===== src/rtl/ahb_ssram_bridge_if.sv =====
// AHB-Lite slave-side bus bundle for ahb_ssram_bridge.
//   slave  modport: the bridge (samples address/control/write data, drives response).
//   master modport: the interconnect or testbench side.
// Signals: HSEL, HADDR, HTRANS, HWRITE, HSIZE, HWDATA, HREADY (to slave);
//          HRDATA, HREADYOUT, HRESP (from slave).
interface ahb_ssram_bridge_if;
  logic        HSEL;
  logic [31:0] HADDR;
  logic [1:0]  HTRANS;
  logic        HWRITE;
  logic [2:0]  HSIZE;
  logic [31:0] HWDATA;
  logic        HREADY;
  logic [31:0] HRDATA;
  logic        HREADYOUT;
  logic        HRESP;

  modport slave (
    input  HSEL, HADDR, HTRANS, HWRITE, HSIZE, HWDATA, HREADY,
    output HRDATA, HREADYOUT, HRESP
  );

  modport master (
    output HSEL, HADDR, HTRANS, HWRITE, HSIZE, HWDATA, HREADY,
    input  HRDATA, HREADYOUT, HRESP
  );
endinterface


===== src/rtl/ahb_ssram_bridge.sv =====
// AHB-Lite slave front-end for a single-port synchronous SSRAM (1-cycle read latency,
// write-first, byte write enables).
// Ports:
//   HCLK, HRESETn     clock, asynchronous active-low reset
//   bus               AHB-Lite slave modport (HSEL/HADDR/HTRANS/HWRITE/HSIZE/HWDATA/HREADY in,
//                     HRDATA/HREADYOUT/HRESP out)
//   ram_en, ram_we    RAM access enable and per-byte write enables
//   ram_addr, ram_di  RAM word address and write data
//   ram_dout          RAM read data, valid the cycle after a read access
module ahb_ssram_bridge #(
  parameter int unsigned ADDR_WIDTH = 10
) (
  input  logic                  HCLK,
  input  logic                  HRESETn,
  ahb_ssram_bridge_if.slave     bus,
  output logic                  ram_en,
  output logic [3:0]            ram_we,
  output logic [ADDR_WIDTH-1:0] ram_addr,
  output logic [31:0]           ram_di,
  input  logic [31:0]           ram_dout
);

  localparam logic [2:0] StIdle   = 3'd0;
  localparam logic [2:0] StWr     = 3'd1;
  localparam logic [2:0] StRd     = 3'd2;
  localparam logic [2:0] StRdWait = 3'd3;
  localparam logic [2:0] StErr1   = 3'd4;
  localparam logic [2:0] StErr2   = 3'd5;

  logic [2:0]            state_q, state_d;
  logic [ADDR_WIDTH-1:0] addr_q, addr_d;
  logic [3:0]            mask_q, mask_d;

  logic                  xfer;
  logic                  size_err;
  logic [3:0]            mask;
  logic [ADDR_WIDTH-1:0] haddr_word;
  logic                  can_accept;
  logic                  hreadyout;
  logic                  hresp;

  // Upper address bits wrap; HTRANS[0] (SEQ vs NONSEQ) does not change behaviour.
  logic unused_bits;
  assign unused_bits = ^{bus.HADDR[31:ADDR_WIDTH+2], bus.HTRANS[0]};

  assign xfer       = bus.HSEL & bus.HREADY & bus.HTRANS[1];
  assign haddr_word = bus.HADDR[ADDR_WIDTH+1:2];

  always_comb begin
    size_err = 1'b0;
    mask     = 4'b1111;
    unique case (bus.HSIZE)
      3'd0: mask = 4'b0001 << bus.HADDR[1:0];
      3'd1: begin
        mask     = 4'b0011 << {bus.HADDR[1], 1'b0};
        size_err = bus.HADDR[0];
      end
      3'd2: size_err = (bus.HADDR[1:0] != 2'b00);
      default: size_err = 1'b1;
    endcase
  end

  always_comb begin
    state_d    = state_q;
    addr_d     = addr_q;
    mask_d     = mask_q;
    ram_en     = 1'b0;
    ram_we     = 4'b0000;
    ram_addr   = addr_q;
    ram_di     = bus.HWDATA;
    hreadyout  = 1'b1;
    hresp      = 1'b0;
    can_accept = 1'b0;

    case (state_q)
      StIdle, StRd: can_accept = 1'b1;
      StWr: begin
        // Data phase of the registered write owns the RAM port this cycle.
        ram_en     = 1'b1;
        ram_we     = mask_q;
        can_accept = 1'b1;
      end
      StRdWait: begin
        ram_en    = 1'b1;
        hreadyout = 1'b0;
        state_d   = StRd;
      end
      StErr1: begin
        hreadyout = 1'b0;
        hresp     = 1'b1;
        state_d   = StErr2;
      end
      StErr2: begin
        hresp      = 1'b1;
        can_accept = 1'b1;
      end
      default: state_d = StIdle;
    endcase

    if (can_accept) begin
      state_d = StIdle;
      if (xfer) begin
        if (size_err) begin
          state_d = StErr1;
        end else if (bus.HWRITE) begin
          state_d = StWr;
          addr_d  = haddr_word;
          mask_d  = mask;
        end else if (state_q == StWr) begin
          // Port busy with the write: defer the read by one cycle.
          state_d = StRdWait;
          addr_d  = haddr_word;
        end else begin
          ram_en   = 1'b1;
          ram_addr = haddr_word;
          state_d  = StRd;
        end
      end
    end
  end

  always_ff @(posedge HCLK or negedge HRESETn) begin
    if (!HRESETn) begin
      state_q <= StIdle;
      addr_q  <= '0;
      mask_q  <= 4'b0000;
    end else begin
      state_q <= state_d;
      addr_q  <= addr_d;
      mask_q  <= mask_d;
    end
  end

  assign bus.HRDATA    = ram_dout;
  assign bus.HREADYOUT = hreadyout;
  assign bus.HRESP     = hresp;

endmodule

===== src/flat_wrapper.sv =====
// flat-port wrapper written by rule: the top's interface ports become plain ports
module ahb_ssram_bridge_flat 
#(
  parameter int unsigned ADDR_WIDTH = 10
)
  (HCLK, HRESETn, ram_en, ram_we, ram_addr, ram_di, ram_dout, bus_HSEL, bus_HADDR, bus_HTRANS, bus_HWRITE, bus_HSIZE, bus_HWDATA, bus_HREADY, bus_HRDATA, bus_HREADYOUT, bus_HRESP);
  ahb_ssram_bridge_if bus_i ();
  input  logic HCLK;
  input  logic HRESETn;
  output logic ram_en;
  output logic [3:0] ram_we;
  output logic [ADDR_WIDTH-1:0] ram_addr;
  output logic [31:0] ram_di;
  input  logic [31:0] ram_dout;
  input wire logic [$bits(bus_i.HSEL)-1:0] bus_HSEL;
  input wire logic [$bits(bus_i.HADDR)-1:0] bus_HADDR;
  input wire logic [$bits(bus_i.HTRANS)-1:0] bus_HTRANS;
  input wire logic [$bits(bus_i.HWRITE)-1:0] bus_HWRITE;
  input wire logic [$bits(bus_i.HSIZE)-1:0] bus_HSIZE;
  input wire logic [$bits(bus_i.HWDATA)-1:0] bus_HWDATA;
  input wire logic [$bits(bus_i.HREADY)-1:0] bus_HREADY;
  output wire logic [$bits(bus_i.HRDATA)-1:0] bus_HRDATA;
  output wire logic [$bits(bus_i.HREADYOUT)-1:0] bus_HREADYOUT;
  output wire logic [$bits(bus_i.HRESP)-1:0] bus_HRESP;
  assign bus_i.HSEL = bus_HSEL;
  assign bus_i.HADDR = bus_HADDR;
  assign bus_i.HTRANS = bus_HTRANS;
  assign bus_i.HWRITE = bus_HWRITE;
  assign bus_i.HSIZE = bus_HSIZE;
  assign bus_i.HWDATA = bus_HWDATA;
  assign bus_i.HREADY = bus_HREADY;
  assign bus_HRDATA = bus_i.HRDATA;
  assign bus_HREADYOUT = bus_i.HREADYOUT;
  assign bus_HRESP = bus_i.HRESP;
  ahb_ssram_bridge #(.ADDR_WIDTH(ADDR_WIDTH)) u_core (.HCLK(HCLK), .HRESETn(HRESETn), .bus(bus_i), .ram_en(ram_en), .ram_we(ram_we), .ram_addr(ram_addr), .ram_di(ram_di), .ram_dout(ram_dout));
endmodule

===== config.mk =====
export PLATFORM = sky130hd
export DESIGN_NAME = ahb_ssram_bridge_flat
export DESIGN_NICKNAME = d
export VERILOG_FILES = /design/src/rtl/ahb_ssram_bridge_if.sv /design/src/rtl/ahb_ssram_bridge.sv /design/src/flat_wrapper.sv
export SDC_FILE = /design/constraint.sdc
export NUM_CORES = 1
export LEC_CHECK = 0
export CORE_ASPECT_RATIO = 0.9
export CORE_MARGIN = 10
export CORE_UTILIZATION = 26
export DETAILED_ROUTE_END_ITERATION = 7
export PLACE_DENSITY = 0.8
export SKIP_CTS_REPAIR_TIMING = 1
export SYNTH_ARGS = -nofsm -noshare
export SYNTH_HDL_FRONTEND = slang
export SYNTH_SLANG_ARGS = --single-unit
export TNS_END_PERCENT = 50

===== constraint.sdc =====
create_clock -name HCLK -period 2 [get_ports HCLK]
set_input_delay 0.4 -clock HCLK [delete_from_list [all_inputs] [get_ports HCLK]]
set_output_delay 0.4 -clock HCLK [all_outputs]
set_load 0.1 [all_outputs]

==> impl_metrics.py, run 1 <==
metrics = {
    "outcome": {
        "status": "finished, violations left",
        "violations": "negative setup slack",
    },
    "routing": {
        "vias": 832,
        "antenna_left": 0,
        "drt_wl_total_mm": 3.05,
        "routed_via_density": 4.22,
        "wire_per_inst_um": 15.5,
        "first_iter_violations": 21,
        "route.detailed.drc": 0,
        "dr.pass1.iters": 4,
    },
    "worst_setup_path": {
        "cp.required_ns": 1.60,
        "crit_path_end_kind": "output port",
        "crit_fanout": 5,
        "cp.arrival_ns": 1.94,
        "r2r_slack_ns": 0.22,
        "crit_type": "reg2out",
        "crit_path_start_kind": "register",
    },
    "global_routing": {
        "grtUsageTotal_pct": 6.24,
        "overflow": 0,
        "grt_pass1_vias": 917,
        "grt_max_degree": 18,
        "grt_pass1_wl_mm": 4.65,
        "antenna_found_initial": 0,
    },
    "power": {
        "power_mw": 2.86,
        "worst_ir_drop_vdd_v": 0.000866,
        "p_per_area_nw_per_um2": 1550,
        "leakage_nw": 0.843,
    },
    "layout": {
        "nFillCells": 526,
        "num-nets-final": 237,
        "regArea_um2": 425,
        "area_delta_synth_final_pct": 28.1,
        "n_antenna_cell": 0,
        "multi_input_area_um2": 579,
        "layout-drive-gt1-share_pct": 54.6,
    },
    "timing": {
        "post-route-period-util_pct": 117,
        "hold_ws_ns": 0.481,
        "maxSlewViolCount": 0,
        "relSlewSlack_pct": 82.3,
        "rsz0062_at_grt": "yes",
        "layout_min_cycle_time_ns": 2.34,
        "max_freq_mhz": 428,
        "setup_tns_ns": -3.29,
        "timing.final.ws_setup_ns": -0.337,
        "worst_slew_pin_slew_ns": 0.265,
        "setup_violations": 11,
        "finalHoldViolCount": 0,
        "clock_skew_ns": 0.00369,
    },
    "floorplan": {
        "die_w_um": 98.5,
        "num_rows": 25,
        "die_area_um2": 8930,
        "die_y_um": 90.6,
        "coreArea_um2": 5320,
        "start_util_pct": 27.1,
        "io_pins": 187,
    },
    "synth": {
        "synth_cell_type_count": 24,
        "synth_area_leaders": "buf_4 33%, dfrtp_1 30%, mux2_2 11%",
        "ys_ff_latch": 17,
        "synth_area_um2": 1440,
        "netlist_instances": 139,
        "yosysTopAreaCellShare_pct": 33.3,
        "synth_area_per_cell_um2": 10.4,
        "ys_seq_area_share_pct": 29.5,
        "yosysWarningCount": 0,
        "syn_nets": 245,
        "yosysTopAreaCell": "buf_4",
    },
    "placed_design": {
        "dp_hpwl_mm": 2.34,
        "io_buffers": 37,
        "gp_congestion": 0.757,
    },
    "clock_tree": {
        "cts_made_buffers": 3,
        "htreeDepth": 1,
        "cts_tree": "built",
        "clk_root_buffer_cell": "clkbuf_8",
        "cts.clk_slew.worst_paths_ns": 0.07,
        "clk_latency_ns": 0.25,
        "cts_sinks": 17,
        "cts_buffer_depth": 2,
    },
    "worst_hold_path": {
        "hp-class": "in2async",
    },
    "job": {
        "max-cap-violations": 0,
    },
}
==> flip-flops by register name, summed over array words and instances, names as in the netlist <==
register,count
u_core.addr_q,10
u_core.mask_q,4
u_core.state_q,3
==> cells in the final DEF, fill, tap and decap left out, types with 2 or more instances in the layout <==
cell,count
dfrtp_1,17
inv_1,2
and2_1,4
dlymetal6s2s_1,4
clkdlybuf4s50_1,16
nor2_1,3
mux2_2,10
nor3b_2,2
buf_4,12
nand2_1,2
clkbuf_8,3
o21ai_0,6
buf_12,19
mux2_4,14
==> power by group <==
part / leakage (nW) / switching (mW) / internal (mW)
registers: 0.219 / 0.0786 / 0.470
clock network: 0.0228 / 0.110 / 0.141
logic: 0.601 / 1.23 / 0.836
==> routing by layer <==
layer	up-vias	GRT usage (%)	wire length, um
met5	-	0	0
met1	407	6.71	1190
met3	12	1.45	196
met2	31	10.3	1580
met4	0	4.89	81
li1	382	-	-
==> final timing paths <==
| path | startpoint | endpoint | cells past startpoint |
|---|---|---|---|
| worst max-delay path | u_core.state_q[0] | ram_addr[5] | 6 |
| worst min-delay path | HRESETn | u_core.state_q[2] | 2 |
| worst max register to register | u_core.state_q[2] | u_core.addr_q[4] | 6 |
| worst min register to register | u_core.mask_q[3] | u_core.mask_q[3] | 1 |
| max in group asynchronous | HRESETn | u_core.addr_q[5] | 2 |
| min in group HCLK | u_core.mask_q[3] | u_core.mask_q[3] | 1 |
==> final cells by class <==
type / instances / share of cell area, %
clock buffers: 4 / 2.44
inverters: 2 / 0.407
multi-input cells: 55 / 31.4
flip-flops and latches: 17 / 23.0
well taps: 67 / 4.54
repair buffers: 52 / 38.2
==> per-stage QoR <==
stage | util, % | instances | cell area (um2) | setup slack (ns)
floorplan | - | 139 | 1460 | -0.275
global placement | 32.3 | 191 | 1720 | -0.570
detailed placement | 32.3 | 191 | 1720 | -0.586
CTS | 33.2 | 195 | 1760 | -0.581
global route | 34.7 | 197 | 1850 | -0.392
finish | 34.7 | 197 | 1850 | -0.337
==> synth_stat cells <==
| master | n |
|---|---|
| a21o_2 | 1 |
| a21oi_4 | 1 |
| and2_1 | 4 |
| and2b_2 | 1 |
| and4_1 | 1 |
| buf_4 | 64 |
| buf_6 | 1 |
| dfrtp_1 | 17 |
| inv_1 | 2 |
| mux2_2 | 14 |
| mux2_4 | 10 |
| mux2i_1 | 1 |
| nand2_1 | 3 |
| nand3_1 | 1 |
| nand3_2 | 1 |
| nand4_1 | 1 |
| nor2_1 | 3 |
| nor2b_1 | 1 |
| nor3b_1 | 1 |
| nor3b_2 | 1 |
| o21a_1 | 1 |
| o21ai_0 | 6 |
| o22ai_1 | 2 |
| or3_4 | 1 |
==> worst max-delay path, cell delays in order, from the launching register on <==
cell and delay (ns):
dfrtp_1 0.40, mux2i_2 0.27, and4_4 0.27, nand3_4 0.10, clkbuf_16 0.18, mux2_4 0.31
buf_12 0.17
==> logic make-up (layout without fill, tap and decap cells) <==
| logic type | count (synthesis) | count (layout) | share of synthesized area, % |
|---|---|---|---|
| mux | 25 | 25 | 22.0 |
| simple gates | 19 | 19 | 8.59 |
| flops | 17 | 17 | 29.5 |
| buf+inv | 67 | 58 | 34.6 |
| compound gates | 11 | 11 | 5.21 |
No activity file was read; power rests on OpenSTA's default activity.
==> run 2, diff against run 1 <==
--- a/config.mk
+++ b/config.mk
@@ -5,7 +5,6 @@
 export SDC_FILE = /design/constraint.sdc
 export NUM_CORES = 1
 export LEC_CHECK = 0
-export CORE_ASPECT_RATIO = 0.9
 export CORE_MARGIN = 10
 export CORE_UTILIZATION = 26
 export DETAILED_ROUTE_END_ITERATION = 7
==> impl_metrics.py, run 2 (same netlist as run 1, synthesis figures left out) <==
metrics = {
    "worst_setup_path": {
        "reg2reg_to": "u_core.addr_q[1]",
        "crit_slowest_cell": "dfrtp_1",
        "crit_path_cell_trace": "mux2i_2, and4_4, nand3_4, buf_6, mux2_4, buf_12",
        "cp.required_ns": 1.60,
        "r2r_start": "u_core.state_q[0]",
        "crit_path_start_kind": "register",
        "crit_type": "reg2out",
        "crit_path_end_kind": "output port",
        "r2r_cells": 6,
        "r2r_slack_ns": 0.21,
        "cp.arrival_ns": 1.88,
        "max_stage_delay_ns": 0.40,
        "crit_fanout": 7,
    },
    "layout": {
        "largest_registers": "u_core.addr_q (10), u_core.mask_q (4), u_core.state_q (3)",
        "n_antenna_cell": 0,
        "num-nets-final": 235,
        "nFillCells": 546,
        "final_cell_mix": "18 x buf_12, 17 x dfrtp_1, 16 x clkdlybuf4s50_1, 13 x mux2_4, 11 x mux2_2",
        "final_core_util_pct": 33.0,
        "layout-drive-gt1-share_pct": 53.1,
        "largest-register": "u_core.addr_q",
        "area_delta_synth_final_pct": 24.7,
        "layout_commonest_cell": "buf_12",
        "largest_reg_flops": 10,
    },
    "floorplan": {
        "die_y_um": 94.5,
        "start_util_pct": 26.5,
        "io_pins": 187,
        "num_rows": 27,
        "coreArea_um2": 5440,
        "die_w_um": 94.5,
        "die_area_um2": 8920,
    },
    "clock_tree": {
        "htreeDepth": 1,
        "cts_sinks": 17,
        "clk_latency_ns": 0.25,
        "cts_buffer_depth": 2,
        "cts.clk_slew.worst_paths_ns": 0.07,
        "cts_tree": "built",
        "clk_root_buffer_cell": "clkbuf_8",
        "cts_made_buffers": 3,
    },
    "global_routing": {
        "overflow": 0,
        "grt_max_degree": 18,
        "antenna_found_initial": 0,
        "grt_pass1_vias": 954,
        "grt_pass1_wl_mm": 4.88,
        "grtUsageTotal_pct": 6.85,
    },
    "timing": {
        "rsz0062_at_grt": "yes",
        "max_freq_mhz": 439,
        "clock_skew_ns": 0.00549,
        "layout_min_cycle_time_ns": 2.28,
        "hold_ws_ns": 0.466,
        "relSlewSlack_pct": 81.4,
        "post-route-period-util_pct": 114,
        "maxSlewViolCount": 0,
        "finalHoldViolCount": 0,
        "worst_slew_pin_slew_ns": 0.277,
        "setup_violations": 11,
        "timing.final.ws_setup_ns": -0.279,
    },
    "routing": {
        "wire_per_inst_um": 15.1,
        "first_iter_violations": 4,
        "drt_wl_total_mm": 3.03,
        "antenna_left": 0,
        "dr.pass1.iters": 2,
        "route.detailed.drc": 0,
        "routed_via_density": 4.16,
        "vias": 831,
    },
    "outcome": {
        "status": "finished, violations left",
        "violations": "negative setup slack",
    },
    "power": {
        "seqPwrFrac_pct": 19.4,
        "leakage_nw": 0.804,
        "switching_share_pct": 49.5,
        "p_sw_mw": 1.41,
        "power_frac_clock_pct": 9.2,
        "power.internal_mw": 1.43,
        "worst_ir_drop_vdd_v": 0.000825,
        "combPwrFrac_pct": 71.4,
        "p_per_area_nw_per_um2": 1580,
    },
    "worst_hold_path": {
        "hp-class": "in2async",
    },
    "placed_design": {
        "io_buffers": 37,
        "dp_hpwl_mm": 2.40,
        "gp_congestion": 0.723,
    },
    "job": {
        "max-cap-violations": 0,
    },
}
[run 2: changes by cell type in the layout (fill, tap and decap cells not counted), sizes merged]
cell	change
buf	-1
clkbuf	-1
[run 2: worst max path at each step]
stage / cells past startpoint / slack [ns] / start / endpoint
after floorplan: 4 / -0.27 / bus_HSIZE[0] / ram_en
after global placement: 7 / -0.56 / bus_HSIZE[0] / ram_addr[2]
after detailed placement: 7 / -0.59 / bus_HSIZE[0] / ram_addr[8]
after CTS: 7 / -0.59 / bus_HSIZE[0] / ram_addr[9]
after global routing: 6 / -0.40 / u_core.state_q[0] / ram_addr[9]
final: 6 / -0.28 / u_core.state_q[0] / ram_addr[9]
[run 2: routing by layer]
metal | up-vias | share of wire, % | track usage [%]
li1 | 375 | - | -
met1 | 389 | 38 | 7.05
met2 | 49 | 48 | 10.9
met3 | 18 | 11 | 3.01
met4 | 0 | 2.7 | 4.99
met5 | - | 0 | 0
[run 2: cell type report]
type | count | area (um2) | area share [%]
Timing Repair Buffer | 50 | 668 | 37.2
Multi-Input combinational cell | 55 | 561 | 31.2
Sequential cell | 17 | 425 | 23.7
Tap cell | 72 | 90.1 | 5.01
Clock buffer | 4 | 45.0 | 2.51
Inverter | 2 | 7.51 | 0.418
[run 2: worst max-delay path: cells and delay by family (launching register included)]
kind | cells | cell delay (ns)
simple gates | 2 | 0.34
mux | 2 | 0.55
flops | 1 | 0.40
buf+inv | 2 | 0.32
[run 2: power groups by stage]
stage | Clock [mW] | Combinational, mW | Sequential [mW]
floorplan | 0 | 1.88 | 0.531
global placement | 0 | 1.99 | 0.545
detailed placement | 0 | 2.01 | 0.543
CTS | 0.282 | 2.02 | 0.543
global route | 0.298 | 2.10 | 0.569
finish | 0.262 | 2.03 | 0.549
[run 2: per-stage QoR]
stage	area, um2	setup TNS (ns)	power (mW)	worst slack, ns	std cells
6_report	1800	-2.73	2.84	-0.279	200
5_1_grt	1800	-3.96	2.97	-0.396	200
4_1_cts	1750	-7.75	2.84	-0.592	199
3_5_place_dp	1700	-11.22	2.56	-0.587	195
3_3_place_gp	1700	-10.81	2.54	-0.562	195
2_1_floorplan	1460	-2.01	2.41	-0.275	139
==> run 3, diff against run 2 <==
--- a/config.mk
+++ b/config.mk
@@ -5,7 +5,7 @@
 export SDC_FILE = /design/constraint.sdc
 export NUM_CORES = 1
 export LEC_CHECK = 0
-export CORE_MARGIN = 10
+export CORE_MARGIN = 5
 export CORE_UTILIZATION = 26
 export DETAILED_ROUTE_END_ITERATION = 7
 export PLACE_DENSITY = 0.8
==> impl_metrics.py, run 3 (same netlist as run 1, synthesis figures left out) <==
metrics = {
    "outcome": {
        "status": "finished, violations left",
        "violations": "negative setup slack",
    },
    "power": {
        "leakage_nw": 0.804,
        "p_sw_mw": 1.39,
        "worst_ir_drop_vdd_v": 0.00113,
        "switching_share_pct": 49.5,
        "p_per_area_nw_per_um2": 1570,
        "power_frac_clock_pct": 9.1,
        "power.internal_mw": 1.42,
        "combPwrFrac_pct": 71.5,
        "seqPwrFrac_pct": 19.4,
    },
    "floorplan": {
        "coreArea_um2": 5440,
        "die_w_um": 84.5,
        "num_rows": 27,
        "start_util_pct": 26.5,
        "die_y_um": 84.5,
        "die_area_um2": 7130,
        "io_pins": 187,
    },
    "placed_design": {
        "io_buffers": 37,
        "gp_congestion": 0.677,
        "placed_cells": 197,
        "dp_hpwl_mm": 2.18,
    },
    "worst_setup_path": {
        "crit_fanout": 6,
        "cp.arrival_ns": 1.87,
        "max_stage_delay_ns": 0.47,
        "crit_path_cell_trace": "clkdlybuf4s50_1, and4_1, nand3_2, buf_6, mux2_4, buf_12",
        "cp.required_ns": 1.60,
        "crit_type": "in2out",
        "crit_path_start_kind": "input pin",
        "crit_slowest_cell": "clkdlybuf4s50_1",
        "r2r_start": "u_core.state_q[2]",
        "r2r_cells": 5,
        "reg2reg_to": "u_core.addr_q[4]",
        "crit_path_end_kind": "output port",
        "r2r_slack_ns": 0.34,
    },
    "clock_tree": {
        "cts_tree": "built",
        "htreeDepth": 1,
        "clk_latency_ns": 0.25,
        "cts_buffer_depth": 2,
        "cts.clk_slew.worst_paths_ns": 0.07,
        "cts_sinks": 17,
        "cts_made_buffers": 3,
        "clk_root_buffer_cell": "clkbuf_8",
    },
    "global_routing": {
        "antenna_found_initial": 0,
        "grt_pass1_wl_mm": 4.27,
        "grt_pass1_vias": 918,
        "grtUsageTotal_pct": 7.52,
        "overflow": 0,
        "grt_max_degree": 18,
    },
    "timing": {
        "worst_slew_pin_slew_ns": 0.275,
        "clock_skew_ns": 0.00261,
        "setup_violations": 11,
        "max_freq_mhz": 441,
        "timing.final.ws_setup_ns": -0.270,
        "rsz0062_at_grt": "yes",
        "finalHoldViolCount": 0,
        "post-route-period-util_pct": 113,
        "relSlewSlack_pct": 81.6,
        "layout_min_cycle_time_ns": 2.27,
        "maxSlewViolCount": 0,
        "setup_tns_ns": -2.65,
    },
    "layout": {
        "num-nets-final": 236,
        "largest_registers": "u_core.addr_q (10), u_core.mask_q (4), u_core.state_q (3)",
        "regArea_um2": 425,
        "layout-drive-gt1-share_pct": 51.2,
        "layout_commonest_cell": "buf_12",
        "n_antenna_cell": 0,
        "fin_cells": 201,
        "final_cell_mix": "18 x buf_12, 17 x dfrtp_1, 16 x clkdlybuf4s50_1, 13 x mux2_4",
        "largest-register": "u_core.addr_q",
        "largest_reg_flops": 10,
        "final_core_util_pct": 32.8,
        "multi_input_area_um2": 542,
        "area_delta_synth_final_pct": 23.9,
        "nFillCells": 539,
    },
    "routing": {
        "routed_via_density": 4.12,
        "met2_length_mm": 1.35,
        "dr.pass1.iters": 4,
        "top_layer": "met4",
        "first_iter_violations": 18,
        "route.detailed.drc": 0,
        "vias": 828,
        "antenna_left": 0,
        "wl_met1_um": 951,
        "wire_per_inst_um": 13.2,
        "met3_length_um": 326,
        "drt_wl_total_mm": 2.66,
    },
    "job": {
        "max-cap-violations": 0,
    },
    "worst_hold_path": {
        "hp-class": "in2async",
    },
}
run 3: changes by cell type in the layout (fill, tap and decap cells not counted):
cell / previous run / this run
mux2i_1: 0 / 1
nor3b_1: 0 / 1
buf_4: 10 / 11
nand3_2: 0 / 1
and4_1: 0 / 1
nor3b_2: 2 / 1
mux2i_2: 1 / 0
nand3_4: 1 / 0
and4_4: 1 / 0
run 3: area by class of cell:
type | instances | share of cell area [%]
timing repair buffer | 51 | 37.8
multi-input combinational | 55 | 30.3
sequential | 17 | 23.8
tap | 72 | 5.05
clock buffer | 4 | 2.52
inverter | 2 | 0.420
run 3: how the worst max path moves through the flow:
stage	from	end	slack, ns
floorplan	bus_HSIZE[0]	ram_en	-0.27
finish	bus_HREADY	ram_addr[8]	-0.27
CTS	bus_HSIZE[0]	ram_addr[2]	-0.56
global route	u_core.state_q[0]	ram_addr[8]	-0.35
global placement	bus_HSIZE[0]	ram_addr[2]	-0.53
detailed placement	bus_HSIZE[0]	ram_addr[2]	-0.55
run 3: critical path, delay by kind of cell:
family | cells | cell delay [ns]
buffers and inverters | 3 | 0.80
muxes | 1 | 0.31
and+or+nand+nor | 2 | 0.36
run 3: metrics by stage:
step	hold slack (ns)	total power, mW	cell area (um2)	setup slack, ns
after detailed placement	0.489	2.57	1720	-0.554
after CTS	0.482	2.84	1760	-0.558
after global routing	0.490	2.92	1790	-0.354
final	0.478	2.81	1790	-0.270
after floorplan	0.104	2.41	1460	-0.275
after global placement	0.481	2.54	1720	-0.532
run 3: metal layers:
layer / GRT usage, % / vias up
met5: 0 / -
met2: 13.0 / 45
met4: 4.03 / 0
met1: 7.19 / 395
li1: - / 378
met3: 4.02 / 10
run 3: power groups by stage:
stage | combinational, mW | clock (mW) | sequential (mW)
finish | 2.01 | 0.254 | 0.545
global route | 2.07 | 0.290 | 0.562
CTS | 2.02 | 0.272 | 0.544
detailed placement | 2.02 | 0 | 0.544
global placement | 2.00 | 0 | 0.541
floorplan | 1.88 | 0 | 0.531
